### config.mk
export PLATFORM = sky130hd
export DESIGN_NAME = bounce_box_control
export DESIGN_NICKNAME = d
export VERILOG_FILES = /design/src/rtl/bounce_box_control.sv
export SDC_FILE = /design/constraint.sdc
export NUM_CORES = 1
export LEC_CHECK = 0
export CORE_MARGIN = 8
export CORE_UTILIZATION = 54
export DETAILED_ROUTE_END_ITERATION = 6
export PLACE_DENSITY = 0.83
export SYNTH_ARGS = -nofsm -noshare
export SYNTH_HDL_FRONTEND = slang
export SYNTH_SLANG_ARGS = --single-unit
### constraint.sdc
create_clock -name clock -period 2.2 [get_ports clock]
set_input_delay 0.22 -clock clock [delete_from_list [all_inputs] [get_ports clock]]
set_output_delay 0.22 -clock clock [all_outputs]
set_load 0.05 [all_outputs]
### src/rtl/bounce_box_control.sv
// Bouncing-box sequencer: walks a square box through draw, frame wait, erase and move,
// emitting one VGA pixel write per clock while drawing or erasing.
module bounce_box_control #(
  parameter int unsigned FRAME_DIV       = 833334,
  parameter int unsigned FRAMES_PER_MOVE = 15,
  parameter int unsigned X_MAX           = 159,
  parameter int unsigned Y_MAX           = 119,
  parameter int unsigned BOX_LOG2        = 2
) (
  input  logic       clock,
  input  logic       reset,
  input  logic       go,
  input  logic [2:0] color_in,
  output logic [7:0] vga_x,
  output logic [6:0] vga_y,
  output logic [2:0] vga_color,
  output logic       plot,
  output logic       moved
);

  localparam int unsigned PixW    = 2 * BOX_LOG2;
  localparam int unsigned DelayW  = (FRAME_DIV > 1) ? $clog2(FRAME_DIV) : 1;
  localparam int unsigned FramesW = (FRAMES_PER_MOVE > 1) ? $clog2(FRAMES_PER_MOVE) : 1;

  // Largest top-left coordinate that keeps the whole box on screen.
  localparam logic [7:0] XLim = 8'(X_MAX + 1 - (1 << BOX_LOG2));
  localparam logic [6:0] YLim = 7'(Y_MAX + 1 - (1 << BOX_LOG2));

  localparam logic [DelayW-1:0]  DelayLast  = DelayW'(FRAME_DIV - 1);
  localparam logic [FramesW-1:0] FramesLast = FramesW'(FRAMES_PER_MOVE - 1);

  typedef enum logic [2:0] {StIdle, StDraw, StWait, StErase, StMove} state_e;

  state_e              state_q, state_d;
  logic [7:0]          x_q, x_d;
  logic [6:0]          y_q, y_d;
  logic                dx_q, dx_d;
  logic                dy_q, dy_d;
  logic [PixW-1:0]     pix_q, pix_d;
  logic [DelayW-1:0]   delay_q, delay_d;
  logic [FramesW-1:0]  frames_q, frames_d;
  logic [2:0]          col_q, col_d;

  always_ff @(posedge clock or negedge reset) begin
    if (!reset) begin
      state_q  <= StIdle;
      x_q      <= 8'd0;
      y_q      <= 7'd60;
      dx_q     <= 1'b1;
      dy_q     <= 1'b0;
      pix_q    <= '0;
      delay_q  <= '0;
      frames_q <= '0;
      col_q    <= 3'd0;
    end else begin
      state_q  <= state_d;
      x_q      <= x_d;
      y_q      <= y_d;
      dx_q     <= dx_d;
      dy_q     <= dy_d;
      pix_q    <= pix_d;
      delay_q  <= delay_d;
      frames_q <= frames_d;
      col_q    <= col_d;
    end
  end

  always_comb begin
    state_d  = state_q;
    x_d      = x_q;
    y_d      = y_q;
    dx_d     = dx_q;
    dy_d     = dy_q;
    pix_d    = pix_q;
    delay_d  = delay_q;
    frames_d = frames_q;
    col_d    = col_q;

    unique case (state_q)
      StIdle: begin
        if (go) begin
          col_d   = color_in;
          pix_d   = '0;
          state_d = StDraw;
        end
      end
      StDraw: begin
        pix_d = pix_q + 1'b1;
        if (&pix_q) begin
          pix_d    = '0;
          delay_d  = '0;
          frames_d = '0;
          state_d  = StWait;
        end
      end
      StWait: begin
        // Dropping go freezes both counters, stretching the wait.
        if (go) begin
          if (delay_q == DelayLast) begin
            delay_d  = '0;
            frames_d = frames_q + 1'b1;
            if (frames_q == FramesLast) state_d = StErase;
          end else begin
            delay_d = delay_q + 1'b1;
          end
        end
      end
      StErase: begin
        pix_d = pix_q + 1'b1;
        if (&pix_q) begin
          pix_d   = '0;
          state_d = StMove;
        end
      end
      StMove: begin
        if (dx_q && x_q == XLim) begin
          dx_d = 1'b0;
          x_d  = XLim - 8'd1;
        end else if (!dx_q && x_q == 8'd0) begin
          dx_d = 1'b1;
          x_d  = 8'd1;
        end else begin
          x_d = dx_q ? x_q + 8'd1 : x_q - 8'd1;
        end

        if (dy_q && y_q == YLim) begin
          dy_d = 1'b0;
          y_d  = YLim - 7'd1;
        end else if (!dy_q && y_q == 7'd0) begin
          dy_d = 1'b1;
          y_d  = 7'd1;
        end else begin
          y_d = dy_q ? y_q + 7'd1 : y_q - 7'd1;
        end

        col_d   = color_in;
        state_d = StDraw;
      end
      default: state_d = StIdle;
    endcase
  end

  // Low pix bits select the column, high bits the row: raster order, column fastest.
  assign vga_x     = x_q + 8'(pix_q[BOX_LOG2-1:0]);
  assign vga_y     = y_q + 7'(pix_q[PixW-1:BOX_LOG2]);
  assign plot      = (state_q == StDraw) || (state_q == StErase);
  assign vga_color = (state_q == StDraw) ? col_q : 3'd0;
  assign moved     = (state_q == StMove);

endmodule
==> flow_summary.ini <==
[status]
outcome = finished, violations left
violations = negative setup slack

[clock_network]
numCtsBuffers = 5
cts_tree = done
cts_buffer_depth = 2
clk_pin_slew_ns = 0.10
cts_htree_levels = 2
insertion_delay_ns = 0.31
numClockSinks = 51
cts_root_buf = clkbuf_8

[drt]
drt_iter0_markers = 165
wl_per_cell_um = 16.8
routed_wl_um = 9020
vias_per_cell = 6.09
ant_nets = 0
drc = 0
vias = 3279
firstDrtPassIters = 4

[global_route]
grt_util_met1_pct = 21.6
grt_antenna_before_repair = 0
grt_pass1_vias = 3227
grt_max_degree = 35
grt_pass1_wl_um = 15300
met3_usage_pct = 3.49
overflow = 0
grt_use_met2_pct = 34.4
grt_usage_pct = 18.9
top_usage_layer = met2

[sta]
fin_crit_sh_pct = 101
slew-limit-headroom_pct = 67.1
final-hold-violation-count = 0
setup-violations-final = 1
final.min_clock_period_ns = 2.23
rsz0062_at_grt = true
fin_skew_ns = 0.0133
layout_setup_ws_ns = -0.0280
setup_tns_ns = -0.0280
slew_viol_final = 0
tightest_slew_ns = 0.493
clock.fmax_mhz = 449

[yosys]
synth_warnings = 0
ys_async_sr_fraction_pct = 100
netlist_instances = 397
synth_top_area_cell = dfrtp_1
synthDistinctLibCells = 59
syn-cell-area_um2 = 3540
synth_edf_count = 0
synth.avg_cell_area_um2 = 8.91
netlist.area_leader.share_pct = 32.5
syn_nets = 427
ys_ff_latch = 51
yosys-top-cells-area = dfrtp_1 33%, ha_1 7.1%, o21ai_0 4.4%
synthFlopType = dfrtp_1
synth-seq-area-share_pct = 36.3

[die]
rows = 29
die_area_um2 = 9400
ios = 26
start_util_pct = 55.7
design.core.area_um2 = 6350
die_h_um = 96.9
die_w_um = 96.9

[power]
peakVddDrop_mv = 1.15
p_per_area_nw_per_um2 = 1110
fin_total_pwr_mw = 5.07
combPwrFrac_pct = 61.5
power_frac_seq_pct = 27.8
swShare_pct = 44.5
power_switching_mw = 2.26
intPower_mw = 2.81
leakagePower_nw = 2.01
pwr-share-clk_pct = 10.7

[cells_and_area]
drive_gt1_share_pct = 25.6
stdcell_area_um2 = 4580
num-nets-final = 490
utilization_pct = 72.2
area_growth_pct = 29.6
final_cell_mix = 43 x dfrtp_1, 43 x buf_4, 34 x nand2_1
diodes = 0
fillerInstances = 414

[placement]
io_buffers = 25
place_area_um2 = 4280
gp_congestion = 0.896
pre_cts_slack_ns = -0.163
dp_hpwl_um = 6500

[critical_path]
crit_required_ns = 2.40
worstSetupPathType = reg -> reg
cp-endpoint = x_q[7]
reg2reg_depth = 5
critPathArrivalTime_ns = 2.43
rr_endpoint = x_q[7]
r2r_setup_slack_ns = -0.03
worstReg2RegStart = x_q[5]
start_kind = flip-flop
crit_fanout = 2
critPathLaunch = x_q[5]
end_kind = flip-flop

[run]
drv_cap = 0

[worst_hold_path]
hold_class = in -> async
-- flip-flops by register name (all words and copies together), names as in the netlist --
| signal | count |
|---|---|
| col_q | 3 |
| delay_q | 20 |
| dx_q | 1 |
| dy_q | 1 |
| frames_q | 4 |
| pix_q | 4 |
| state_q | 3 |
| x_q | 8 |
| y_q | 7 |
-- kinds of logic after synthesis --
family	synth area share (%)
AOI/OAI and AO/OA	21.4
buffers and inverters	3.96
and+or+nand+nor	21.3
xor gates and xnor gates	5.20
muxes	2.55
DFF	36.3
adders and majority gates	9.34
-- synth_stat cells (all sizes together) (2+ instances only) --
library cell / n
xor2: 7
o21a: 2
o21ai: 31
a21oi: 21
mux2i: 3
nand2: 36
or4: 4
xnor2: 14
nor2b: 6
dfstp: 5
and2: 6
inv: 21
o31ai: 4
buf: 6
nor4: 6
and3: 7
ha: 20
fa: 4
clkbuf: 7
nor3: 13
nand3b: 2
mux2: 5
nor2: 30
nand4: 8
a211oi: 8
nand3: 15
o211ai: 3
dfrtp: 46
a22o: 15
nor3b: 4
a31oi: 2
o22ai: 2
a21o: 13
or3: 3
-- critical path, cell delays in order, from the launching register on --
cell	delay [ns]
dfrtp_1	0.39
or4_4	0.53
or4_4	0.49
nor3b_1	0.16
mux2_4	0.27
a221o_1	0.28
-- power by group through the flow --
stage / registers [mW] / clock network, mW / logic [mW]
CTS: 1.39 / 0.550 / 3.06
finish: 1.41 / 0.540 / 3.12
detailed placement: 1.39 / 0 / 2.96
global route: 1.44 / 0.582 / 3.35
floorplan: 1.36 / 0 / 1.78
global placement: 1.37 / 0 / 2.83
-- layout make-up --
class,count,area [um^2],area share (%)
clock buffer,7,76.3,1.66
multi-input combinational,311,2270,49.6
clock inverter,1,7.51,0.164
timing repair buffer,69,759,16.6
inverter,22,86.3,1.88
tap,77,96.3,2.10
sequential,51,1290,28.1
-- routing by layer --
layer  vias up  wire length, um  part of all wire, %
met1      1580             3710                   41
met4         0              159                  1.8
met5         -                0                    0
met2       105             4720                   52
li1       1577                -                    -
met3        17              422                  4.7
-- through the flow --
stage,hold WS (ns),std cells
6_report,0.365,538
5_1_grt,0.412,538
4_1_cts,0.375,534
3_5_place_dp,0.172,520
3_3_place_gp,0.170,520
2_1_floorplan,-0.0756,397
-- timing repair --
| item | 4_1_cts | 5_1_grt |
|---|---|---|
| setup buffers | 5 | 4 |
| hold endpoints to repair | 14 | 0 |
| resized for setup | 17 | 16 |
| pin swaps | 7 | 11 |
| endpoints found under the setup margin | 8 | 19 |
| hold buffers | 1 | 0 |
-- worst min-delay path by stage --
stage | startpoint | end | slack [ns]
finish | reset | y_q[6] | 0.37
global route | reset | y_q[6] | 0.41
CTS | reset | y_q[6] | 0.38
detailed placement | reset | y_q[6] | 0.17
global placement | reset | y_q[6] | 0.17
floorplan | reset | col_q[0] | -0.08
No activity file was read; power rests on OpenSTA's default activity.
